### src/rtl/alu_seq_pkg.sv
// Shared encodings for alu_seq: opcodes, flag bit positions and FSM states.
package alu_seq_pkg;

  localparam logic [3:0] OP_ADD  = 4'h0;
  localparam logic [3:0] OP_SUB  = 4'h1;
  localparam logic [3:0] OP_AND  = 4'h2;
  localparam logic [3:0] OP_EOR  = 4'h3;
  localparam logic [3:0] OP_OR   = 4'h4;
  localparam logic [3:0] OP_ASL  = 4'h5;
  localparam logic [3:0] OP_LSR  = 4'h6;
  localparam logic [3:0] OP_ROL  = 4'h7;
  localparam logic [3:0] OP_ROR  = 4'h8;
  localparam logic [3:0] OP_INC  = 4'h9;
  localparam logic [3:0] OP_DEC  = 4'hA;
  localparam logic [3:0] OP_CMP  = 4'hB;
  localparam logic [3:0] OP_BIT  = 4'hC;
  localparam logic [3:0] OP_PASS = 4'hD;

  localparam int FLAG_C = 0;
  localparam int FLAG_Z = 1;
  localparam int FLAG_V = 2;
  localparam int FLAG_N = 3;

  localparam logic [0:0] ST_IDLE = 1'b0;
  localparam logic [0:0] ST_ADJ  = 1'b1;

endpackage

### src/rtl/alu_bcd_adjust.sv
// Packed-BCD correction of a binary sum/difference, one nibble at a time from the LSB,
// with the +6/-6 correction carry (or borrow) rippling into the next nibble.
module alu_bcd_adjust
  import alu_seq_pkg::*;
#(
  parameter int WIDTH = 8
) (
  input  logic [WIDTH-1:0]   sum,
  input  logic [WIDTH/4-1:0] half_carry,
  input  logic               sub,
  output logic [WIDTH-1:0]   res,
  output logic               carry
);

  localparam int NIB = WIDTH / 4;

  always_comb begin
    logic [4:0] t;
    logic       link;
    logic       dec;
    res   = '0;
    carry = 1'b0;
    link  = 1'b0;
    t     = '0;
    dec   = 1'b0;
    for (int i = 0; i < NIB; i++) begin
      if (!sub) begin
        t   = {1'b0, sum[4*i +: 4]} + {4'b0000, link};
        dec = half_carry[i] | (t > 5'd9);
        if (dec) t = t + 5'd6;
      end else begin
        // No carry out of a nibble in a+~b+C means that digit borrowed.
        dec = half_carry[i];
        t   = {1'b0, sum[4*i +: 4]} - {4'b0000, link};
        if (!dec) t = t - 5'd6;
      end
      link = t[4];
      res[4*i +: 4] = t[3:0];
      carry = sub ? (dec & ~link) : dec;
    end
  end

endmodule

### src/rtl/alu_seq.sv
// Registered ALU with persistent {N,V,Z,C} flags and an optional one-cycle BCD adjust step.
// Handshake: an op is accepted on a rising edge where op_valid && op_ready; op_ready is low in ADJ or while flags_ld is high.
module alu_seq
  import alu_seq_pkg::*;
#(
  parameter int WIDTH      = 8,
  parameter int DECIMAL_EN = 0
) (
  input  logic             clk,
  input  logic             rst_n,
  input  logic             op_valid,
  output logic             op_ready,
  input  logic [3:0]       op,
  input  logic [WIDTH-1:0] a,
  input  logic [WIDTH-1:0] b,
  input  logic             dec_mode,
  input  logic             flags_ld,
  input  logic [3:0]       flags_in,
  output logic [WIDTH-1:0] res,
  output logic             res_valid,
  output logic [3:0]       flags
);

  localparam int NIB = (WIDTH / 4 > 0) ? WIDTH / 4 : 1;

  logic [0:0]       state;
  logic [WIDTH-1:0] b_eff;
  logic [WIDTH:0]   sum;
  logic [WIDTH:0]   carry_vec;
  logic             carry_in;
  logic             ovf;
  logic             is_bcd;
  logic             res_wr;
  logic             nz_en;
  logic [WIDTH-1:0] val;
  logic [WIDTH-1:0] nxt_res;
  logic [3:0]       nxt_flags;
  logic [NIB-1:0]   hc;

  logic [WIDTH-1:0] bin_q;
  logic [NIB-1:0]   hc_q;
  logic             sub_q;
  logic [2:0]       nvz_q;
  logic [WIDTH-1:0] adj_res;
  logic             adj_c;

  assign op_ready = (state == ST_IDLE) && !flags_ld;
  assign is_bcd   = (DECIMAL_EN != 0) && dec_mode && (op == OP_ADD || op == OP_SUB);

  always_comb begin
    b_eff     = (op == OP_SUB || op == OP_CMP) ? ~b : b;
    carry_in  = (op == OP_CMP) ? 1'b1 : flags[FLAG_C];
    sum       = {1'b0, a} + {1'b0, b_eff} + {{WIDTH{1'b0}}, carry_in};
    ovf       = (a[WIDTH-1] ~^ b_eff[WIDTH-1]) & (a[WIDTH-1] ^ sum[WIDTH-1]);
    // Bit k of carry_vec is the carry into bit k, so nibble carries are every 4th bit.
    carry_vec = {1'b0, a} ^ {1'b0, b_eff} ^ sum;
    hc        = '0;
    for (int j = 0; j < NIB; j++) hc[j] = carry_vec[4*j+4];
  end

  always_comb begin
    val       = '0;
    res_wr    = 1'b0;
    nz_en     = 1'b1;
    nxt_res   = res;
    nxt_flags = flags;
    case (op)
      OP_ADD, OP_SUB: begin
        val = sum[WIDTH-1:0];
        res_wr = 1'b1;
        nxt_flags[FLAG_C] = sum[WIDTH];
        nxt_flags[FLAG_V] = ovf;
      end
      OP_CMP: begin
        val = sum[WIDTH-1:0];
        nxt_flags[FLAG_C] = sum[WIDTH];
      end
      OP_AND:  begin val = a & b; res_wr = 1'b1; end
      OP_EOR:  begin val = a ^ b; res_wr = 1'b1; end
      OP_OR:   begin val = a | b; res_wr = 1'b1; end
      OP_ASL: begin
        val = {a[WIDTH-2:0], 1'b0};
        res_wr = 1'b1;
        nxt_flags[FLAG_C] = a[WIDTH-1];
      end
      OP_LSR: begin
        val = {1'b0, a[WIDTH-1:1]};
        res_wr = 1'b1;
        nxt_flags[FLAG_C] = a[0];
      end
      OP_ROL: begin
        val = {a[WIDTH-2:0], flags[FLAG_C]};
        res_wr = 1'b1;
        nxt_flags[FLAG_C] = a[WIDTH-1];
      end
      OP_ROR: begin
        val = {flags[FLAG_C], a[WIDTH-1:1]};
        res_wr = 1'b1;
        nxt_flags[FLAG_C] = a[0];
      end
      OP_INC:  begin val = a + WIDTH'(1); res_wr = 1'b1; end
      OP_DEC:  begin val = a - WIDTH'(1); res_wr = 1'b1; end
      OP_PASS: begin val = b; res_wr = 1'b1; end
      OP_BIT: begin
        nz_en = 1'b0;
        nxt_flags[FLAG_Z] = ~|(a & b);
        nxt_flags[FLAG_N] = b[WIDTH-1];
        nxt_flags[FLAG_V] = b[WIDTH-2];
      end
      default: nz_en = 1'b0;
    endcase
    if (res_wr) nxt_res = val;
    if (nz_en) begin
      nxt_flags[FLAG_N] = val[WIDTH-1];
      nxt_flags[FLAG_Z] = ~|val;
    end
  end

  generate
    if (DECIMAL_EN != 0) begin : g_bcd
      alu_bcd_adjust #(.WIDTH(WIDTH)) u_bcd_adjust (
        .sum        (bin_q),
        .half_carry (hc_q),
        .sub        (sub_q),
        .res        (adj_res),
        .carry      (adj_c)
      );
    end else begin : g_no_bcd
      // ADJ is unreachable here; the stub just keeps the intermediate registers consumed.
      assign adj_res = bin_q;
      assign adj_c   = ^{hc_q, sub_q};
    end
  endgenerate

  always_ff @(posedge clk or negedge rst_n) begin
    if (!rst_n) begin
      state     <= ST_IDLE;
      res       <= '0;
      flags     <= '0;
      res_valid <= 1'b0;
      bin_q     <= '0;
      hc_q      <= '0;
      sub_q     <= 1'b0;
      nvz_q     <= '0;
    end else begin
      res_valid <= 1'b0;
      if (state == ST_ADJ) begin
        state     <= ST_IDLE;
        res       <= adj_res;
        res_valid <= 1'b1;
        flags     <= flags_ld ? flags_in : {nvz_q, adj_c};
      end else if (flags_ld) begin
        flags <= flags_in;
      end else if (op_valid) begin
        if (is_bcd) begin
          state <= ST_ADJ;
          bin_q <= sum[WIDTH-1:0];
          hc_q  <= hc;
          sub_q <= (op == OP_SUB);
          nvz_q <= {nxt_flags[FLAG_N], nxt_flags[FLAG_V], nxt_flags[FLAG_Z]};
        end else begin
          res_valid <= 1'b1;
          res       <= nxt_res;
          flags     <= nxt_flags;
        end
      end
    end
  end

endmodule

### config.mk
export PLATFORM = sky130hd
export DESIGN_NAME = alu_seq
export DESIGN_NICKNAME = d
export VERILOG_FILES = /design/src/rtl/alu_seq_pkg.sv /design/src/rtl/alu_bcd_adjust.sv /design/src/rtl/alu_seq.sv
export SDC_FILE = /design/constraint.sdc
export NUM_CORES = 1
export LEC_CHECK = 0
export CAP_MARGIN = 15
export CORE_MARGIN = 1.5
export CORE_UTILIZATION = 30
export DETAILED_ROUTE_END_ITERATION = 12
export SETUP_SLACK_MARGIN = 0.05
export SYNTH_ARGS = -nofsm -noshare
export SYNTH_HDL_FRONTEND = slang
export SYNTH_HIERARCHICAL = 1
export SYNTH_SLANG_ARGS = --single-unit
### constraint.sdc
create_clock -name clk -period 6 [get_ports clk]
set_input_delay 1.2 -clock clk [delete_from_list [all_inputs] [get_ports clk]]
set_output_delay 1.2 -clock clk [all_outputs]
set_load 0.02 [all_outputs]
==> impl_metrics.toml <==
[status]
outcome = "finished, final reports clean"

[timing]
tightestPinTransition_ns = 1.011
slew_headroom = 0.3258
clock_skew_ns = 0.002377
setup_violations = 0
finalCritPeriodShare = 0.7974
hold_viol_final = 0
slew_violations = 0
rsz0062_at_grt = "false"
fin_crit_ns = 4.785
tns_ns = 0
max_freq_mhz = 209.0

[drt]
dr.pass1.iters = 5
avgRoutedWirePerCell_um = 16.09
antenna_left = 0
routed_wl_mm = 6.662
viasPerCell = 5.430
drc = 0
drt-initial-drc-count = 227
vias = 2248

[worst_hold_path]
min_path_type = "flop to flop"

[critical_path]
crit_family = "simple AND/OR/NAND/NOR gates"
rrSetupSlack_ns = 3.02
cp_data_arrival_time_ns = 4.95
crit_path_end_kind = "flop"
cp_max_fo = 10
crit_type = "input pin to flop"
startpoint_type = "input pin"
path_cells = "clkdlybuf4s50_1, nand2b_1, nand4_1, buf_4, xnor2_1, fa_1, inv_1, fa_1, nand2b_1, a21oi_1, xor2_1, a221oi_1, o21ai_0, or4_1, o21ai_1"
cp_num_buf_inv = 3
slowest_stage = "clkdlybuf4s50_1"
slowest_delay_ns = 0.66
required_ns = 6.16

[place]
dpl_cell_area_mm2 = 0.002683
hpwl_mm = 5.267
place_inst = 410
port_buffers = 41
place.gp.congestion = 0.8866

[synth]
postSynthCellCount = 282
ys.flop_type = "dfrtp_1"
syn-num-nets = 337
ys_seq_area_frac = 0.1479
syn_area_mm2 = 0.002200
async_flop_share = 1.000
synthTopCellsByArea = "dfrtp_1 15%, ha_1 14%, xnor2_1 6.8%"
synth_seq_cells = 13
synth_edf_count = 0
yosys_warnings = 6
synth_cell_types = 60
synth_top_cell_by_area = "dfrtp_1"
syn_area_per_cell_um2 = 7.800
synth_top_area_share = 0.1479

[final_layout]
layout.nets = 371
fin_cells = 414
stdcell_area_mm2 = 0.002728
syn_to_final_growth_pct = 24.00
fill_cells = 749
diodes = 0
drive_gt1_frac = 0.05714

[global_route]
antenna_found_initial = 0
grt_max_degree = 36
grt_util_all_layers = 0.1741
grt_pass1_vias = 2077
grt_pass1_wl_mm = 10.79
grt-ovfl-total = 0

[die]
die_w_um = 88.63
row_count = 31
die_area_mm2 = 0.007854
core_mm2 = 0.007176
die_h_um = 88.63
initial_core_util = 0.3065
io_pins = 43

[cts]
worst_skew_pair.late_latency_ns = 0.24
cts_sinks = 13
cts_setup_buffers = 0
clock_path_buffers = 2
cts_tree = "yes"
cts_root_buf = "clkbuf_8"
cts-htree-levels = 1
cts_resized = 0
numCtsBuffers = 3
postCtsHoldBufs = 0
clkTransAtPathRegs_ns = 0.05

[pwr]
powerDensity_mw_per_mm2 = 163.1
p_leak_nw = 1.124
ir_worst_vdd_mv = 0.06951

[job]
maxCapViolations = 0
## layer usage
| metal | vias up | track usage | wire (um) | share of wire |
|---|---|---|---|---|
| li1 | 1103 | - | - | - |
| met1 | 1050 | 0.2575 | 3144 | 0.47 |
| met2 | 89 | 0.2755 | 3022 | 0.45 |
| met3 | 6 | 0.02239 | 408 | 0.061 |
| met4 | 0 | 0.02415 | 87 | 0.013 |
| met5 | - | 0 | 0 | 0 |
## final timing paths
kind / startpoint / endpoint / depth (start not counted)
worst min register to register: res[3] / res[3] / 1
max in group asynchronous: rst_n / flags[0] / 1
worst max register to register: flags[0] / flags[1] / 11
worst max-delay path: op[1] / flags[1] / 15
worst min-delay path: res[3] / res[3] / 1
min in group asynchronous: rst_n / res_valid / 1
## through the flow
stage / hold WS, ns / setup WS [ns] / total power, W / util
2_1_floorplan: 0.6088 / 1.359 / 0.0002718 / -
3_3_place_gp: 0.4784 / 0.9862 / 0.0003662 / 0.3738
3_5_place_dp: 0.4994 / 0.9600 / 0.0003699 / 0.3738
4_1_cts: 0.5089 / 1.210 / 0.0004480 / 0.3801
5_1_grt: 0.5211 / 0.9075 / 0.0004761 / 0.3801
6_report: 0.5062 / 1.215 / 0.0004448 / 0.3801
## cell families (layout without fill, tap and decap cells)
group	count (synthesis)	in the layout	share of synthesized area
mux	9	9	0.04892
buf+inv	41	74	0.08134
xor+xnor	23	23	0.09158
simple gates	85	85	0.1945
fa+ha+maj	26	26	0.1547
flops	13	13	0.1479
compound gates	85	85	0.2810
## cells in the mapped netlist, types with 5 or more instances
cell / number
nand2b_1: 8
clkbuf_1: 7
a31oi_1: 5
inv_1: 24
a221oi_1: 5
xnor2_1: 17
a21o_1: 5
buf_2: 7
nand3_1: 6
o32ai_1: 5
nand2_1: 23
dfrtp_1: 13
a21oi_1: 20
o21ai_0: 7
nor3_1: 7
ha_1: 24
nor2_1: 18
xor2_1: 6
## layout make-up
cell class                      instances  area, um2  share of cell area
Clock buffer                            4      45.04             0.01651
Inverter                               24      90.09             0.03303
Multi-Input combinational cell        228       1695              0.6216
Sequential cell                        13      325.3              0.1193
Tap cell                               99      123.9             0.04541
Timing Repair Buffer                   46      447.9              0.1642
## where the power goes
| group | switching, W | total (W) | internal [W] |
|---|---|---|---|
| combinational | 0.000137 | 0.000255 | 0.000118 |
| sequential | 0.00000929 | 0.000113 | 0.000104 |
| clock | 0.0000294 | 0.0000762 | 0.0000468 |
| total | 0.000176 | 0.000445 | 0.000269 |
## registers in the layout, summed over array words and instances (netlist names)
name       count
res            8
flags          4
res_valid      1
## worst register-to-register path, cell delays in order, from the launching register on
cell,delay [ns]
dfrtp_1,0.45
o21bai_1,0.16
fa_1,0.21
inv_1,0.05
fa_1,0.42
nand2b_1,0.17
a21oi_1,0.23
xor2_1,0.11
a221oi_1,0.24
o21ai_0,0.20
or4_1,0.51
o21ai_1,0.15
## cells in the final DEF, fill, tap and decap left out, types with 5 or more instances in the layout
cell             count
o21ai_0              7
ha_1                24
dfrtp_1             13
xor2_1               6
a21o_1               5
inv_1               24
a221oi_1             5
a21oi_1             20
o32ai_1              5
xnor2_1             17
nand2_1             23
nor3_1               7
buf_4                5
nand2b_1             8
a31oi_1              5
nor2_1              18
clkdlybuf4s50_1     41
nand3_1              6
Note: power is estimated with default switching activity, not from simulation.
